$ cat src/rtl/cpu_types_pkg.sv
// Shared datapath types for the MIPS fetch/next-PC slice.
package cpu_types_pkg;

   typedef logic [31:0] word_t;

   // Fetch sequencing: request, wait on data memory with a buffered word, frozen.
   typedef enum logic [1:0] {
      FETCH  = 2'd0,
      HOLD   = 2'd1,
      HALTED = 2'd2
   } fetch_state_t;

   localparam word_t WORD_BYTES = 32'd4;

endpackage

$ cat src/rtl/pc_fetch_unit_if.sv
// Instruction-memory port plus next-PC selector port of the fetch unit.
interface pc_fetch_unit_if;
   import cpu_types_pkg::*;

   logic  ihit;
   word_t imemload;
   logic  imemREN;
   word_t imemaddr;
   word_t next_PC;
   word_t PC4;
   word_t BranchAddr;
   word_t JumpAddr;
   logic  stall;

   // Fetch unit side: owns the PC, issues reads, offers branch/jump targets.
   modport master (
      input  ihit, imemload, next_PC,
      output imemREN, imemaddr, PC4, BranchAddr, JumpAddr, stall
   );

   // Memory control and next-PC selector side.
   modport slave (
      output ihit, imemload, next_PC,
      input  imemREN, imemaddr, PC4, BranchAddr, JumpAddr, stall
   );

endinterface

$ cat src/rtl/branch_target_calc.sv
// Branch and jump target generation from PC+4 and the current instruction.
module branch_target_calc
   import cpu_types_pkg::*;
(
   input  word_t PC4,
   input  word_t instr,
   output word_t BranchAddr,
   output word_t JumpAddr
);

   // The opcode field plays no part in target arithmetic.
   logic unused_opcode;

   // Sign-extended word offset added modulo 2^32; jump keeps the PC4 region.
   always_comb begin
      unused_opcode = ^instr[31:26];
      BranchAddr    = PC4 + {{14{instr[15]}}, instr[15:0], 2'b00};
      JumpAddr      = {PC4[31:28], instr[25:0], 2'b00};
   end

endmodule

$ cat src/rtl/pc_fetch_unit.sv
// Program counter owner: sequences instruction reads, buffers a fetched word
// while data memory stalls, commits next_PC on an advance, freezes on halt.
module pc_fetch_unit
   import cpu_types_pkg::*;
#(
   parameter word_t PC_INIT = 32'h0000_0000,
   parameter int    CNT_W   = 32
) (
   input  logic             CLK,
   input  logic             nRST,
   pc_fetch_unit_if.master  bus,
   input  logic             dstall,
   input  logic             halt,
   output word_t            PC,
   output word_t            instr,
   output logic             instr_valid,
   output logic             halted,
   output logic [CNT_W-1:0] retired
);

   fetch_state_t     state_q, state_d;
   word_t            pc_q, pc_d;
   word_t            instr_buf_q, instr_buf_d;
   logic [CNT_W-1:0] retired_q, retired_d;
   logic             advance;

   // State register; every architectural flop is cleared by the async reset.
   // NOTE: sequential state uses non-blocking assignments so all flops see the
   // pre-edge values of each other, regardless of statement order.
   always_ff @(posedge CLK or negedge nRST) begin
      if (!nRST) begin
         state_q     <= FETCH;
         pc_q        <= PC_INIT;
         instr_buf_q <= '0;
         retired_q   <= '0;
      end else begin
         state_q     <= state_d;
         pc_q        <= pc_d;
         instr_buf_q <= instr_buf_d;
         retired_q   <= retired_d;
      end
   end

   // Next-state, PC commit and handshake outputs for each fetch state.
   // NOTE: every signal written here gets a default first so no path leaves a
   // value unassigned and no latch is inferred.
   always_comb begin
      state_d       = state_q;
      pc_d          = pc_q;
      instr_buf_d   = instr_buf_q;
      retired_d     = retired_q;
      advance       = 1'b0;
      bus.imemREN   = 1'b0;
      instr         = instr_buf_q;
      instr_valid   = 1'b0;
      halted        = 1'b0;

      case (state_q)
         FETCH: begin
            bus.imemREN = 1'b1;
            instr       = bus.imemload;
            // NOTE: outputs are gated with nRST so that while reset is held the
            // unit reports no valid instruction and a stalled PC.
            instr_valid = bus.ihit & nRST;
            advance     = bus.ihit & ~dstall & ~halt & nRST;
            if (bus.ihit) begin
               if (halt) begin
                  state_d = HALTED;
               end else if (dstall) begin
                  instr_buf_d = bus.imemload;
                  state_d     = HOLD;
               end
            end
         end
         HOLD: begin
            instr_valid = 1'b1;
            advance     = ~dstall & ~halt;
            if (halt) begin
               state_d = HALTED;
            end else if (!dstall) begin
               state_d = FETCH;
            end
         end
         default: begin
            halted = 1'b1;
         end
      endcase

      if (advance) begin
         pc_d      = bus.next_PC;
         retired_d = retired_q + CNT_W'(1);
      end
      bus.stall = ~advance;
   end

   // PC-derived outputs.
   always_comb begin
      PC           = pc_q;
      bus.imemaddr = pc_q;
      bus.PC4      = pc_q + WORD_BYTES;
      retired      = retired_q;
   end

   branch_target_calc u_targets (
      .PC4        (bus.PC4),
      .instr      (instr),
      .BranchAddr (bus.BranchAddr),
      .JumpAddr   (bus.JumpAddr)
   );

endmodule
$ cat src/flat_wrapper.sv
// flat-port wrapper written by rule: the top's interface ports become plain ports
module pc_fetch_unit_flat import cpu_types_pkg::*;
#(
   parameter word_t PC_INIT = 32'h0000_0000,
   parameter int    CNT_W   = 32
)
  (CLK, nRST, dstall, halt, PC, instr, instr_valid, halted, retired, bus_ihit, bus_imemload, bus_next_PC, bus_imemREN, bus_imemaddr, bus_PC4, bus_BranchAddr, bus_JumpAddr, bus_stall);
  pc_fetch_unit_if bus_i ();
  input  logic CLK;
  input  logic nRST;
  input  logic dstall;
  input  logic halt;
  output word_t PC;
  output word_t instr;
  output logic instr_valid;
  output logic halted;
  output logic [CNT_W-1:0] retired;
  input wire logic [$bits(bus_i.ihit)-1:0] bus_ihit;
  input wire logic [$bits(bus_i.imemload)-1:0] bus_imemload;
  input wire logic [$bits(bus_i.next_PC)-1:0] bus_next_PC;
  output wire logic [$bits(bus_i.imemREN)-1:0] bus_imemREN;
  output wire logic [$bits(bus_i.imemaddr)-1:0] bus_imemaddr;
  output wire logic [$bits(bus_i.PC4)-1:0] bus_PC4;
  output wire logic [$bits(bus_i.BranchAddr)-1:0] bus_BranchAddr;
  output wire logic [$bits(bus_i.JumpAddr)-1:0] bus_JumpAddr;
  output wire logic [$bits(bus_i.stall)-1:0] bus_stall;
  assign bus_i.ihit = bus_ihit;
  assign bus_i.imemload = bus_imemload;
  assign bus_i.next_PC = bus_next_PC;
  assign bus_imemREN = bus_i.imemREN;
  assign bus_imemaddr = bus_i.imemaddr;
  assign bus_PC4 = bus_i.PC4;
  assign bus_BranchAddr = bus_i.BranchAddr;
  assign bus_JumpAddr = bus_i.JumpAddr;
  assign bus_stall = bus_i.stall;
  pc_fetch_unit #(.PC_INIT(PC_INIT), .CNT_W(CNT_W)) u_core (.CLK(CLK), .nRST(nRST), .bus(bus_i), .dstall(dstall), .halt(halt), .PC(PC), .instr(instr), .instr_valid(instr_valid), .halted(halted), .retired(retired));
endmodule
$ cat config.mk
export PLATFORM = sky130hd
export DESIGN_NAME = pc_fetch_unit_flat
export DESIGN_NICKNAME = d
export VERILOG_FILES = /design/src/rtl/cpu_types_pkg.sv /design/src/rtl/pc_fetch_unit_if.sv /design/src/rtl/branch_target_calc.sv /design/src/rtl/pc_fetch_unit.sv /design/src/flat_wrapper.sv
export SDC_FILE = /design/constraint.sdc
export NUM_CORES = 1
export LEC_CHECK = 0
export BUFFER_PORTS_ARGS = -buffer_cell sky130_fd_sc_hd__buf_2
export CELL_PAD_IN_SITES_DETAIL_PLACEMENT = 2
export CELL_PAD_IN_SITES_GLOBAL_PLACEMENT = 2
export CORE_MARGIN = 4
export CORE_UTILIZATION = 28
export DETAILED_ROUTE_END_ITERATION = 6
export PLACE_DENSITY_LB_ADDON = 0.05
export RECOVER_POWER = 50
export SLEW_MARGIN = 10
export SYNTH_ARGS = -nofsm -noshare
export SYNTH_HDL_FRONTEND = slang
export SYNTH_SLANG_ARGS = --single-unit
export TNS_END_PERCENT = 5
$ cat constraint.sdc
create_clock -name CLK -period 4.2 [get_ports CLK]
set_input_delay 0.84 -clock CLK [delete_from_list [all_inputs] [get_ports CLK]]
set_output_delay 0.84 -clock CLK [all_outputs]
set_load 0.02 [all_outputs]
# Word level (Yosys, flattened, before mapping)
# Index checks and enable logic that the tools add are counted.
[classes]
n_reduce_logical = 5
add_sub_neg = 3
n_bitwise = 8
n_mux = 11
eq_ne = 4
[ops]
columns = ["operator", "n"]
rows = [
  ["adder 32 x 1 -> 32 bit, second input constant", 1],
  ["adder 32 x 3 -> 32 bit, second input constant", 1],
  ["adder 32 bit", 1],
  ["two-way mux 32 bit", 1],
  ["two-way mux 2 bit", 5],
  ["AND reduction 4 bit", 2],
  ["inequality test 3 bit, second input constant", 2],
  ["bitwise AND 1 bit", 5],
  ["one-hot mux 1 bit (2 select lines)", 2],
  ["one-hot mux 2 bit (2 select lines)", 1],
  ["NOT 1 bit", 3],
  ["== test 2 x 1 -> 1 bit, second input constant", 1],
  ["logical NOT 2 bit", 1],
  ["two-way mux 1 bit", 2],
  ["inequality test 2 bit, second input constant", 1],
  ["nonzero test 2 bit", 1],
  ["OR reduction 2 bit", 1],
]
[totals]
ff_bits = 98
input_bits = 69

# Logic depth before layout (Yosys ltp)
# Gate-level depths: netlist of run 1.
[logic_depth]
word_depth = 6
ltp_mapped = 14

# By module
# Synthesis of run 1 repeated with hierarchy kept, for this count alone.
[hier_totals]
hier_cells = 693
area_unflattened_um2 = 7154.4
[modules_own_cells]
columns = ["module", "n_inst", "seq_area_each_um2", "cells_each", "area_each_um2"]
rows = [
  ["pc_fetch_unit", 1, 2452.4, 434, 5250.0],
  ["branch_target_calc", 1, 0.0, 259, 1904.3],
]

# Worst setup path before layout of run 1
# OpenSTA, ideal clock, no wires.
[synth_timing]
path_type = "reg-to-output"
startpoint = "register u_core.state_q[1]"
endpoint = "output port bus_BranchAddr[20]"
arrival_ns = 3.712
setup_slack_ns = -0.352
n_path_buf = 1
stages_incl_launch_ff = 13
path_cell_list = "dfrtp_1 nor2_1 clkbuf_1 mux2_2 ha_1 inv_1 fa_1 nor2b_1 o211ai_1 a31oi_1 a221oi_1 nor2_1 nor4_1"
[synth_between]
elab_chain_cells = 3
[synth_lines]
columns = ["element", "line_no", "rtl"]
rows = [
  ["from (decl)", "pc_fetch_unit.sv:21", "fetch_state_t state_q, state_d;"],
  ["from (signal assigned)", "pc_fetch_unit.sv:37", "state_q <= state_d;"],
  ["logical NOT 2 bit", "pc_fetch_unit.sv:58", "case (state_q)"],
  ["two-way mux 32 bit", "pc_fetch_unit.sv:58", ""],
  ["via bus_JumpAddr[2]", "flat_wrapper.sv:25", "output wire logic [$bits(bus_i.JumpAddr)-1:0] bus_JumpAddr;"],
  ["adder 32 bit", "branch_target_calc.sv:17", "BranchAddr = PC4 + {{14{instr[15]}}, instr[15:0], 2'b00};"],
  ["to (decl)", "flat_wrapper.sv:24", "output wire logic [$bits(bus_i.BranchAddr)-1:0] bus_BranchAddr;"],
]
# The timed path passes the listed nets, and every way through them passes these cells.

# Worst setup path in the final report of run 1
[layout_timing]
startpoint = "register u_core.pc_q[12], in the netlist u_core.PC[12]"
endpoint = "output port bus_BranchAddr[31]"
[layout_between]
elab_chain_cells = 2
[layout_lines]
columns = ["element", "line_no", "rtl"]
rows = [
  ["from (decl)", "pc_fetch_unit.sv:22", "word_t pc_q, pc_d;"],
  ["from (signal assigned)", "pc_fetch_unit.sv:38", "pc_q <= pc_d;"],
  ["adder 32 x 3 -> 32 bit", "pc_fetch_unit.sv:100", "bus.PC4 = pc_q + WORD_BYTES;"],
  ["adder 32 bit", "branch_target_calc.sv:17", ""],
]
# No other way between the ends.

==> results of run 1 <==
-- sequential cells by signal, indices dropped and copies added (netlist names) --
register	count
u_core.state_q	2
u_core.PC	32
u_core.retired	32
u_core.instr_buf_q	32
-- cells by family after synthesis --
| family | count (synthesis) | synth area share [%] |
|---|---|---|
| AOI/OAI and AO/OA | 92 | 8.085 |
| xor gates and xnor gates | 84 | 10.45 |
| adders and majority gates | 36 | 6.503 |
| buffers and inverters | 107 | 9.435 |
| DFF | 98 | 34.83 |
| muxes | 95 | 15.17 |
| other | 1 | 0.05325 |
| and+or+nand+nor | 211 | 15.48 |
-- power by group --
part / switching [uW] / internal (uW) / leakage (uW) / total, uW
registers: 66.6 / 1010 / 0.00131 / 1080
logic: 915 / 642 / 0.00405 / 1560
clock network: 423 / 418 / 0.000142 / 841
-- per-layer routing --
metal	wire length [um]	GRT usage, %	up-vias	part of all wire (%)
met3	1313	4.053	25	4.6
met5	36	0	-	0.13
li1	-	-	3207	-
met4	313	4.233	8	1.1
met1	11390	23.07	3438	40
met2	15400	36.50	147	54
-- worst paths after layout --
path / endpoint / slack (ns) / cells after the start
min in group asynchronous: u_core.instr_buf_q[16]$_DFFE_PN0P_ / 1.28 / 2
max in group asynchronous: u_core.PC[1]$_DFFE_PN0P_ / 1.16 / 3
worst max-delay path: bus_BranchAddr[31] / -0.1 / 15
worst min-delay path: u_core.retired[31]$_DFFE_PN0P_ / 0.49 / 1
worst max register to register: u_core.retired[27]$_DFFE_PN0P_ / 1.22 / 8
worst min register to register: u_core.retired[31]$_DFFE_PN0P_ / 0.49 / 1
-- layout by cell type, fill, tap and decap left out, types with 7 or more instances in the layout --
cell type,Yosys,final
xnor2_1,57,37
nor3_1,10,7
a21oi_1,35,13
buf_6,1,10
clkbuf_1,19,36
buf_2,0,246
clkbuf_16,0,9
nor2_1,44,34
mux2_2,94,93
o21ai_1,0,9
xnor2_2,0,18
nand2_1,53,50
nand3_2,0,11
a21oi_2,0,16
inv_1,18,16
ha_4,0,9
dfrtp_1,98,97
nand4_1,20,20
nand3_1,36,23
xor2_1,27,23
and3_1,12,8
buf_4,68,142
ha_1,35,24
-- what timing repair did --
action,CTS,global route
resized for setup,100,84
pin swaps,37,47
setup endpoints to repair,19,21
buffers inserted,25,16
-- per-stage QoR --
step / std cells / area (um2) / setup WS [ns] / util (%)
2_1_floorplan: 725 / 7094 / -0.09781 / -
3_3_place_gp: 1358 / 9194 / -0.09821 / 37.47
3_5_place_dp: 1358 / 9194 / -0.2478 / 37.47
4_1_cts: 1398 / 10140 / -0.1549 / 41.35
5_1_grt: 1415 / 10620 / -0.2564 / 43.29
6_report: 1415 / 10620 / -0.09532 / 43.29
-- worst max-delay path, delay by kind of cell, from the launching register on --
family          cells  cell delay (ns)
xor+xnor            2             0.31
simple gates        5             0.91
compound gates      5             0.86
fa+ha+maj           1             0.31
flops               1             0.38
buf+inv             2             0.34
-- final cells by class --
cell class,instances,share of cell area (%)
Clock inverter,6,0.5891
Inverter,18,0.6362
Tap cell,324,3.817
Timing Repair Buffer,437,24.56
Antenna cell,2,0.04713
Sequential cell,98,23.10
Clock buffer,10,2.156
Multi-Input combinational cell,520,45.09
==> flow_summary.yaml, run 1 <==
pwr:
  total_leakage_power_uw: 0.005493
  power.density_cell_area_mw_per_mm2: 327.5
  ir_drop_mv: 0.1532
  p_total_uw: 3478
setup_path:
  startpoint_type: "flop"
  critPathKind: "flop to output pin"
  crit_fanout: 7
  startpoint: "u_core.PC[12]$_DFFE_PN0P_"
  path_cells: "nand4_1 > nor2_2 > nand3_2 > nor2_4 > nand3_2 > xnor2_2 > ha_1 > buf_4 > a21oi_1 > o21ai_1 > a221oi_2 > o31ai_2 > a31oi_1 > xnor2_1 > buf_4"
  cp.arrival_ns: 3.46
  crit_path_top_delay_cell: "dfrtp_1"
  worst_ep_required_time_ns: 3.36
  critPathMaxStageDelay_ns: 0.38
  cp-end-kind: "output pin"
  r2r_start: "u_core.state_q[1]$_DFFE_PN0P_"
synthesis:
  synth_top_area_share_pct: 34.83
  synth_edf_count: 0
  synthFlopType: "dfrtp_1"
  syn_inst: 724
  ys_types: 54
  yosysSeqAreaShare_pct: 34.83
  synth.most_common_cell: "dfrtp_1"
  yosys-top-cells-count: "dfrtp_1, mux2_2, buf_4, xnor2_1, nand2_1"
  synth_area_mm2: 0.007042
  yosys-top-cells-area: "dfrtp_1, mux2_2, buf_4"
  yosysWarnings: 0
  synth_top_area_cell: "dfrtp_1"
  syn_area_per_cell_um2: 9.726
  synthArstFlopShare_pct: 100.0
  synth-seq-cells: 98
timing:
  hold_slack_ns: 0.4916
  slew_headroom_pct: -36.24
  hold_viol_final: 0
  fin_skew_ns: 0.01518
  maxClockFrequency_ghz: 0.2328
  finalMaxSlewViolations: 37
  rsz0062_at_grt: "yes"
  worst_slew_pin_slew_ns: 2.044
  setup_viol: 7
  layout_setup_ws_ns: -0.09532
  fin_crit_sh_pct: 102.3
  setup_tns_ns: -0.2632
  fin_crit_ns: 4.295
drt:
  vias_per_cell: 4.823
  routedWlPerCell_um: 20.11
  drcViolationCount: 0
  final_antenna_net_count: 0
  firstDrtPassIters: 4
  detail_route.iter0.violations: 163
  vias: 6825
  wirelength_um: 28460
grt:
  antenna_found_initial: 7
  grt_pass1_vias: 7690
  grt_pass1_wl_um: 44220
  grt_remaining_overflow: 0
  gr-usage-all-layers_pct: 19.55
  grt_max_degree: 64
final_layout:
  drive_above_1_share_pct: 59.04
  n_fill_cell: 2711
  area_growth_pct: 50.82
  multiInputGateArea_mm2: 0.004788
  nets: 1189
  register_area_mm2: 0.002454
floorplanning:
  pin_count: 297
  die_w_um: 166.6
  core_area_mm2: 0.02453
  fp.dieArea_mm2: 0.02775
  die_y_um: 166.6
  initial_core_util_pct: 28.70
  rows: 57
clocking:
  clk_latency_ns: 0.35
  path_clk_slew_ns: 0.08
  cts_hold_buf: 0
  htree_levels: 3
  root_buffer: "clkbuf_16"
  cts.sinks: 98
  cts_tree: "built"
  cts-buffers-inserted: 9
  clk_path_buf_depth: 2
place:
  dp.final_hpwl_um: 22430
  globalplace.congestion: 0.8182
  portBuffers: 294
run:
  cap_violations: 1
min_path:
  min_from: "u_core.retired[31]$_DFFE_PN0P_"
  hold_class: "flop to flop"
status:
  failed_checks: "max-capacitance violations, max-slew violations, negative setup slack"
  status: "complete, but fails checks"
Note: power is estimated with default switching activity, not from simulation.
==> run 2, diff against run 1 <==
--- a/config.mk
+++ b/config.mk
@@ -13,6 +13,7 @@
 export DETAILED_ROUTE_END_ITERATION = 6
 export PLACE_DENSITY_LB_ADDON = 0.05
 export RECOVER_POWER = 50
+export REMOVE_ABC_BUFFERS = 1
 export SLEW_MARGIN = 10
 export SYNTH_ARGS = -nofsm -noshare
 export SYNTH_HDL_FRONTEND = slang
==> run 2 against run 1 <==
Net effect:
- the flow still finishes with violations (max-capacitance violations, max-slew violations, negative setup slack)
- design area shrank 3.2%
- final cell count shrank 2.3%
- clock skew down 0.0055 ns
- global-route usage down 0.59 points
- die area is the same
- maximum frequency is 0.59% higher
- register-to-register slack improved by 0.08 ns
==> flow_summary.yaml, run 2 (same netlist as run 1, synthesis figures left out) <==
setup_path:
  critPathKind: "flop to output pin"
  crit_fanout: 3
  worst_ep_required_time_ns: 3.36
  cp-end-kind: "output pin"
  cp.arrival_ns: 3.43
  startpoint_type: "flop"
grt:
  grt_pass1_wl_um: 42630
  grt_remaining_overflow: 0
  antenna_found_initial: 7
  gr-usage-all-layers_pct: 18.96
  grt_max_degree: 58
  grt_pass1_vias: 7487
timing:
  hold_viol_final: 0
  fin_skew_ns: 0.009732
  layout_setup_ws_ns: -0.06994
  fin_crit_sh_pct: 101.7
  fin_crit_ns: 4.270
  maxClockFrequency_ghz: 0.2342
  slew_headroom_pct: -58.92
  rsz0062_at_grt: "yes"
  finalMaxSlewViolations: 43
  worst_slew_pin_slew_ns: 2.384
  setup_viol: 3
pwr:
  p_clk_share_pct: 26.5
  combPwrFrac_pct: 42.8
  p_seq_share_pct: 30.7
  power.density_cell_area_mw_per_mm2: 341.4
  p_sw_share_pct: 38.87
  p_sw_uw: 1364
  internal-power_uw: 2145
  ir_drop_mv: 0.2329
  total_leakage_power_uw: 0.005138
final_layout:
  n_fill_cell: 2714
  multiInputGateArea_mm2: 0.004706
  mostFrequentLayoutCell: "buf_2"
  register_area_mm2: 0.002455
  drive_above_1_share_pct: 53.36
  nets: 1155
  area_growth_pct: 45.97
  finish.utilization_pct: 41.90
  mostFrequentLayoutCells: "buf_2, buf_4, dfrtp_1"
clocking:
  cts-buffers-inserted: 9
  root_buffer: "clkbuf_16"
  clk_path_buf_depth: 2
  cts_hold_buf: 0
  clk_latency_ns: 0.35
  cts_tree: "built"
  path_clk_slew_ns: 0.07
  htree_levels: 3
  cts.sinks: 98
drt:
  routedWlPerCell_um: 20.28
  wirelength_um: 28040
  firstDrtPassIters: 4
  drcViolationCount: 0
  final_antenna_net_count: 0
  vias: 6684
  vias_per_cell: 4.833
  detail_route.iter0.violations: 117
place:
  dp.final_hpwl_um: 22020
  place_worst_setup_slack_ns: -0.08178
  globalplace.congestion: 0.8247
  portBuffers: 294
status:
  failed_checks: "max-capacitance violations, max-slew violations, negative setup slack"
  status: "complete, but fails checks"
floorplanning:
  pin_count: 297
  fp.dieArea_mm2: 0.02775
  die_y_um: 166.6
  core_area_mm2: 0.02453
  rows: 57
  die_w_um: 166.6
  initial_core_util_pct: 28.70
run:
  cap_violations: 1
min_path:
  hold_class: "flop to flop"
run 2: cell count changes in the layout (fill, tap and decap cells not counted), sizes merged:
cell      before  now
clkinvlp       0    2
bufinv         0    2
diode          2    4
buf          401  337
clkinv         4    0
clkbuf        46   76
run 2: path summary, 6_finish.rpt:
check                                               startpoint                            endpoint  slack (ns)  depth (start not counted)
max in group asynchronous                                 nRST      u_core.retired[26]$_DFFE_PN0P_        0.99                          3
worst min-delay path            u_core.retired[31]$_DFFE_PN0P_      u_core.retired[31]$_DFFE_PN0P_        0.48                          1
min in group asynchronous                                 nRST  u_core.instr_buf_q[21]$_DFFE_PN0P_        1.38                          2
worst max register to register   u_core.state_q[0]$_DFFE_PN0P_      u_core.retired[31]$_DFFE_PN0P_        1.30                          8
worst min register to register  u_core.retired[31]$_DFFE_PN0P_      u_core.retired[31]$_DFFE_PN0P_        0.48                          1
worst max-delay path                 u_core.PC[14]$_DFFE_PN0P_                  bus_BranchAddr[29]       -0.07                         14
run 2: routing by layer:
layer  up-vias  track usage, %  wire (um)
li1       3137               -          -
met1      3380           21.39      11040
met2       137           36.22      15390
met3        24           4.361       1241
met4         6           4.198        327
met5         -               0         40
run 2: repair_timing:
item                       4_1_cts  5_1_grt
pin swaps                       25       32
gates resized for setup         94       77
gates cloned                     1        0
buffers inserted                18       19
setup endpoints to repair       21       20
run 2: stage by stage:
stage | total power (uW) | TNS (ns) | instances | instance area [um2] | hold slack (ns)
final | 3510 | -0.08964 | 1383 | 10280 | 0.4822
after global routing | 3712 | -2.552 | 1382 | 10280 | 0.5015
after CTS | 3475 | -0.2461 | 1360 | 9814 | 0.4841
after detailed placement | 2426 | -0.08325 | 1325 | 8886 | 0.4708
after global placement | 2381 | 0 | 1325 | 8886 | 0.4551
after floorplan | 1824 | -33.27 | 636 | 6449 | 0.4756
run 2: power by group through the flow:
stage                     sequential (uW)  clock (uW)  combinational (uW)
final                                1080         931                1500
after global routing                 1090        1010                1610
after CTS                            1080         972                1430
after detailed placement             1090           0                1330
after global placement               1090           0                1300
after floorplan                      1200           0                 624
run 2: area by class of cell:
| cell class | count | area share (%) |
|---|---|---|
| multi-input cells | 520 | 45.78 |
| repair buffers | 403 | 22.46 |
| clock buffers | 10 | 2.228 |
| flip-flops and latches | 98 | 23.88 |
| clock inverters | 6 | 0.9495 |
| well taps | 324 | 3.944 |
| diodes | 4 | 0.09738 |
| inverters | 18 | 0.6573 |
run 2: worst max-delay path: stages (launching register included):
cell       delay, ns
dfrtp_1         0.36
nand4_1         0.19
buf_4           0.20
nor3_4          0.13
buf_4           0.14
and3_4          0.21
nand3_4         0.10
xnor2_4         0.18
ha_4            0.29
nand2_1         0.10
or3_4           0.36
a2111oi_4       0.39
nor3b_4         0.09
xnor2_1         0.18
buf_4           0.16
